File: config.mk
export PLATFORM = sky130hd
export DESIGN_NAME = opl3_io_frontend
export DESIGN_NICKNAME = d
export VERILOG_FILES = /design/src/rtl/opl3_io_frontend.sv
export SDC_FILE = /design/constraint.sdc
export NUM_CORES = 1
export LEC_CHECK = 0
export BUFFER_PORTS_ARGS = -buffer_cell sky130_fd_sc_hd__buf_2
export CORE_UTILIZATION = 58
export CTS_CLUSTER_DIAMETER = 50
export DETAILED_ROUTE_END_ITERATION = 6
export PLACE_DENSITY_LB_ADDON = 0.2
export SYNTH_ARGS = -nofsm -noshare
export SYNTH_HDL_FRONTEND = slang
export SYNTH_SLANG_ARGS = --single-unit
File: constraint.sdc
create_clock -name clk -period 2.4 [get_ports clk]
set_clock_uncertainty 0.05 [all_clocks]
set_input_delay 0.12 -clock clk [delete_from_list [all_inputs] [get_ports clk]]
set_output_delay 0.12 -clock clk [all_outputs]
set_load 0.005 [all_outputs]
File: src/rtl/opl3_io_frontend.sv
// opl3_io_frontend
//   CPU-side I/O front end of an OPL3 at ports 0x388-0x38B. Latches the
//   register index, forwards every CPU write to the register-write queue,
//   emulates timers 1/2 and returns the status byte used for OPL detection.
//
//   Ports
//     clk, reset_n      clock, asynchronous active-low reset
//     io_address[1:0]   0=index bank0, 1=data bank0, 2=index bank1, 3=data bank1
//     io_writedata[7:0] CPU write data
//     io_write/io_read  one-cycle strobes
//     io_readdata[7:0]  registered read data (holds between reads)
//     q_addr/q_din/q_wr forwarded write to the OPL3 write queue
//     irq               timer interrupt (level)
//
//   Parameter CLK_FREQ sets the 80 us tick divider (CLK_FREQ/12500).
//   Optional macro OPL3_IRQ_EN drives irq from the timer flags; when it is
//   undefined irq is tied low and the flags are only visible by polling.
module opl3_io_frontend #(
  parameter int CLK_FREQ = 30000000
) (
  input  logic       clk,
  input  logic       reset_n,
  input  logic [1:0] io_address,
  input  logic [7:0] io_writedata,
  input  logic       io_write,
  input  logic       io_read,
  output logic [7:0] io_readdata,
  output logic [1:0] q_addr,
  output logic [7:0] q_din,
  output logic       q_wr,
  output logic       irq
);
  localparam int TICK_DIV = CLK_FREQ / 12500;
  localparam int DIV_W    = (TICK_DIV > 1) ? $clog2(TICK_DIV) : 1;
  localparam logic [DIV_W-1:0] DIV_LAST = DIV_W'(TICK_DIV - 1);

  // Timer arrays: index 0 = T1 (80 us), index 1 = T2 (320 us)
  logic [8:0]      r_idx;
  logic [1:0][7:0] r_pre, r_cnt;
  logic [1:0]      r_mask, r_start, r_flag;
  logic [DIV_W-1:0] r_div;
  logic [1:0]      r_psc;
  logic [7:0]      r_rd;
  logic [1:0]      r_qaddr;
  logic [7:0]      r_qdin;
  logic            r_qwr;

  logic       w_tick80, w_dwr, w_reg, w_wr_ctl, w_clr, w_set;
  logic [1:0] w_tick, w_wr_pre, w_load, w_ovf;
  logic [7:0] w_status;

  assign w_tick80 = (r_div == DIV_LAST);
  assign w_tick   = {w_tick80 & (r_psc == 2'd3), w_tick80};

  // Data writes only decode registers of bank 0
  assign w_dwr    = io_write & io_address[0];
  assign w_reg    = w_dwr & ~r_idx[8];
  assign w_wr_ctl = w_reg & (r_idx[7:0] == 8'h04);
  assign w_clr    = w_wr_ctl & io_writedata[7];
  assign w_set    = w_wr_ctl & ~io_writedata[7];

  always_comb begin
    w_wr_pre = '0;
    w_load   = '0;
    w_ovf    = '0;
    for (int t = 0; t < 2; t++) begin
      w_wr_pre[t] = w_reg & (r_idx[7:0] == 8'(2 + t));
      // Load on a 0->1 start edge; a coincident tick is dropped
      w_load[t]   = w_set & io_writedata[t] & ~r_start[t];
      w_ovf[t]    = r_start[t] & w_tick[t] & ~w_load[t] & (r_cnt[t] == 8'hFF);
    end
  end

  assign w_status = {r_flag[0] | r_flag[1], r_flag[0], r_flag[1], 5'b0};

  always_ff @(posedge clk or negedge reset_n) begin
    if (!reset_n) begin
      r_div <= '0;
      r_psc <= '0;
    end else if (w_tick80) begin
      r_div <= '0;
      r_psc <= r_psc + 2'd1;
    end else begin
      r_div <= r_div + 1'b1;
    end
  end

  always_ff @(posedge clk or negedge reset_n) begin
    if (!reset_n) begin
      r_idx   <= '0;
      r_pre   <= '0;
      r_cnt   <= '0;
      r_mask  <= '0;
      r_start <= '0;
      r_flag  <= '0;
    end else begin
      if (io_write && !io_address[0])
        r_idx <= {io_address[1], io_writedata};
      for (int t = 0; t < 2; t++) begin
        if (w_wr_pre[t])
          r_pre[t] <= io_writedata;
        if (w_set) begin
          r_start[t] <= io_writedata[t];
          r_mask[t]  <= io_writedata[6-t];
        end
        if (w_load[t])
          r_cnt[t] <= r_pre[t];
        else if (r_start[t] && w_tick[t])
          r_cnt[t] <= w_ovf[t] ? r_pre[t] : r_cnt[t] + 8'd1;
        // Clear beats a same-cycle overflow; mask only gates new sets
        if (w_clr)
          r_flag[t] <= 1'b0;
        else if (w_ovf[t] && !r_mask[t])
          r_flag[t] <= 1'b1;
      end
    end
  end

  always_ff @(posedge clk or negedge reset_n) begin
    if (!reset_n) begin
      r_rd    <= '0;
      r_qaddr <= '0;
      r_qdin  <= '0;
      r_qwr   <= 1'b0;
    end else begin
      r_qwr <= io_write;
      if (io_write) begin
        r_qaddr <= io_address;
        r_qdin  <= io_writedata;
      end
      // Status uses flag state from before any same-cycle write
      if (io_read)
        r_rd <= io_address[0] ? 8'hFF : w_status;
    end
  end

`ifdef OPL3_IRQ_EN
  logic r_irq;
  always_ff @(posedge clk or negedge reset_n) begin
    if (!reset_n) r_irq <= 1'b0;
    else          r_irq <= r_flag[0] | r_flag[1];
  end
  assign irq = r_irq;
`else
  assign irq = 1'b0;
`endif

  assign io_readdata = r_rd;
  assign q_addr      = r_qaddr;
  assign q_din       = r_qdin;
  assign q_wr        = r_qwr;

  logic w_unused;
  assign w_unused = ^r_idx[7:0] & 1'b0;
endmodule
==> results.yml <==
yosys:
  synthTopCellsByCount: "dfrtp_1 (76), mux2_2 (41), nor2_1 (22), nand2_1 (19)"
  synth-edff-count: 0
  yosys.area.top_type: "dfrtp_1"
  syn_inst: 311
  avgSynthCellArea_sq_um: 11.6
  ys_seq_area_frac: 0.528
  synth_nets: 329
  synth_warnings: 0
  netlist_area_sq_mm: 0.00360
  ys_seq_elements: 76
  synth_most_common_cell: "dfrtp_1"
  yosysUniqueCellTypes: 53
  ys_top_cells_by_area: "dfrtp_1 (53%), mux2_2 (13%), nor2_1 (2.3%)"
  synth_flop_cell: "dfrtp_1"
  async_flop_share: 1.00
  netlist.area_leader.share: 0.528
global_routing:
  grt_pass1_vias: 2418
  grt_usage: 0.244
  grt_max_degree: 77
  antenna_found_initial: 0
  grt_pass1_wl_um: 11800
  grt.met3_usage: 0.0461
  use_met1: 0.334
  grt_remaining_overflow: 0
  top_usage_layer: "met2"
  use_met2: 0.379
sta:
  slew_headroom: 0.370
  rsz0062_at_grt: "false"
  drv_slew: 0
  hold_viol: 0
  setup_viol: 0
  post-route-period-util: 0.938
  fin_ws_ps: 149
  worstMarginPinSlew_ps: 945
  max_freq_mhz: 444
  min_period_ps: 2250
  finalSetupTns_ps: 0
cts:
  clkLatencyLatePin_ps: 360
  cts.root.buffer_cell: "clkbuf_8"
  clock-sinks: 76
  clkTransAtPathRegs_ps: 90
  cts_buffers: 9
  cts_setup_buffers: 0
  tritoncts: "done"
  cts_resized: 0
  cts_hold_buf: 5
  clockBufferDepth: 2
  h-tree-depth: 3
die:
  placementRows: 28
  die_h_um: 80.8
  start_util: 0.605
  ioPinCount: 34
  core_sq_mm: 0.00596
  die_w_um: 80.8
  die_area_sq_mm: 0.00653
power_and_ir_drop:
  p_per_area_mw_per_mm2: 618
  leakagePower_nw: 1.88
  peakVddDrop_mv: 0.476
  pwr-share-clk: 0.364
  pwr-share-comb: 0.077
  p_seq_frac: 0.559
  switching_share: 0.263
  p_sw_w: 0.000656
  p_int_w: 0.00184
layout:
  n_antenna_cell: 0
  nets: 367
  drive_gt1_frac: 0.294
  fin_cells: 429
  area.growth.synth_to_final_pct: 12.0
placed_design:
  pre_cts_slack_ps: 175
  dp.cells: 408
  port_buffers: 32
  place_hpwl_um: 4980
  routabilityCongestion: 0.876
worst_hold_path:
  holdCritPathClass: "in -> reg"
  min-delay-start: "io_writedata[3]"
worst_setup_path:
  path_class: "reg -> reg"
  worst_path_most_repeated_cell: "and4_1"
  startpoint: "r_div[0]"
  arrival_ps: 2500
  path_cells: "ha_1 > and4_1 > and4_1 > nand2_1 > or4_1 > nand3_1"
  cp-end-kind: "flop"
  cpPeakStageDelay_ps: 520
  path_buf_inv: 0
  cpLargestDelayFamily: "simple AND/OR/NAND/NOR gates"
  r2r-start: "r_div[0]"
  cp-start-kind: "flop"
  worstPathMaxFanout: 11
  slowest_stage: "or4_1"
  required_ps: 2650
drt:
  drc: 0
  postRouteAntennaNets: 0
  wirelength_um: 7110
  vias: 2563
  firstDrtPassIters: 4
  via_per_inst: 5.97
  drtIter0Drc: 182
  wl_per_cell_um: 16.6
status:
  status: "finished, final reports clean"
flow_run:
  cap_violations: 0
cell usage in the layout, fill, tap and decap left out, drive strengths merged, types with 2 or more instances in the layout:
cell         count
a211o            2
a21oi           16
a311oi           2
a31oi            5
and2             6
and3             7
and4             9
buf             37
clkbuf           9
clkinv           3
dfrtp           76
dlygate4sd3      5
ha               4
inv              6
mux2            41
nand2           19
nand3           15
nand4            9
nand4b           3
nor2            23
nor2b            2
nor3             5
nor3b            3
nor4             3
o211ai           2
o21a             5
o21ai            7
o22ai            2
xnor2            6
xor2             3
sequential cells by signal (all words and copies together) (netlist names):
name         cells
r_cnt           16
r_pre           16
r_div           12
r_idx            9
q_din            8
io_readdata      4
q_addr           2
r_flag           2
r_mask           2
r_psc            2
r_start          2
q_wr             1
power by group through the flow:
| stage | registers [W] | logic (W) | clock network (W) |
|---|---|---|---|
| final | 0.00139 | 0.000193 | 0.000907 |
| after global routing | 0.00140 | 0.000215 | 0.000979 |
| after CTS | 0.00139 | 0.000196 | 0.000932 |
| after detailed placement | 0.00142 | 0.000190 | 0 |
| after global placement | 0.00141 | 0.000184 | 0 |
| after floorplan | 0.00141 | 0.000102 | 0 |
layout make-up:
class | count | area, sq um
fillers | 439 | 1920
flip-flops and latches | 76 | 1900
multi-input cells | 217 | 1600
repair buffers | 42 | 250
clock buffers | 9 | 124
well taps | 75 | 93.8
clock inverters | 7 | 58.8
inverters | 3 | 11.3
logic make-up (layout without fill, tap and decap cells):
family	Yosys count	count (layout)	share of synthesized area
multiplexers	41	41	0.128
XOR/XNOR	9	9	0.0219
AND/OR/NAND/NOR	112	112	0.184
adder cells (fa/ha/maj)	4	4	0.0139
AO/OA/AOI/OAI	50	50	0.0941
other	1	1	0.00104
flip-flops	76	76	0.528
buffers and inverters	18	61	0.0292
through the flow:
step / total power (W) / hold slack, ps / cell area, sq um / utilization
final: 0.00249 / 27.9 / 4040 / 0.678
after global routing: 0.00260 / 19.8 / 4040 / 0.678
after CTS: 0.00252 / 11.7 / 4040 / 0.678
after detailed placement: 0.00161 / 276 / 3800 / 0.639
after global placement: 0.00160 / 282 / 3800 / 0.639
after floorplan: 0.00151 / -226 / 3600 / -
path summary, 6_finish.rpt:
kind / end / depth (start not counted) / slack, ps
setup / recovery: r_cnt[6] / 6 / 150
hold / removal: r_pre[3] / 2 / 30
setup reg to reg: r_cnt[6] / 6 / 150
hold reg to reg: r_psc[0] / 1 / 430
max in group asynchronous: q_din[3] / 2 / 1290
min in group asynchronous: r_psc[1] / 2 / 390
per-layer routing:
layer / vias up / wire length [um]
met3: 13 / 210
met2: 59 / 3380
met5: - / 0
li1: 1223 / -
met1: 1268 / 3390
met4: 0 / 134
Power figures use the tool's default switching activity.
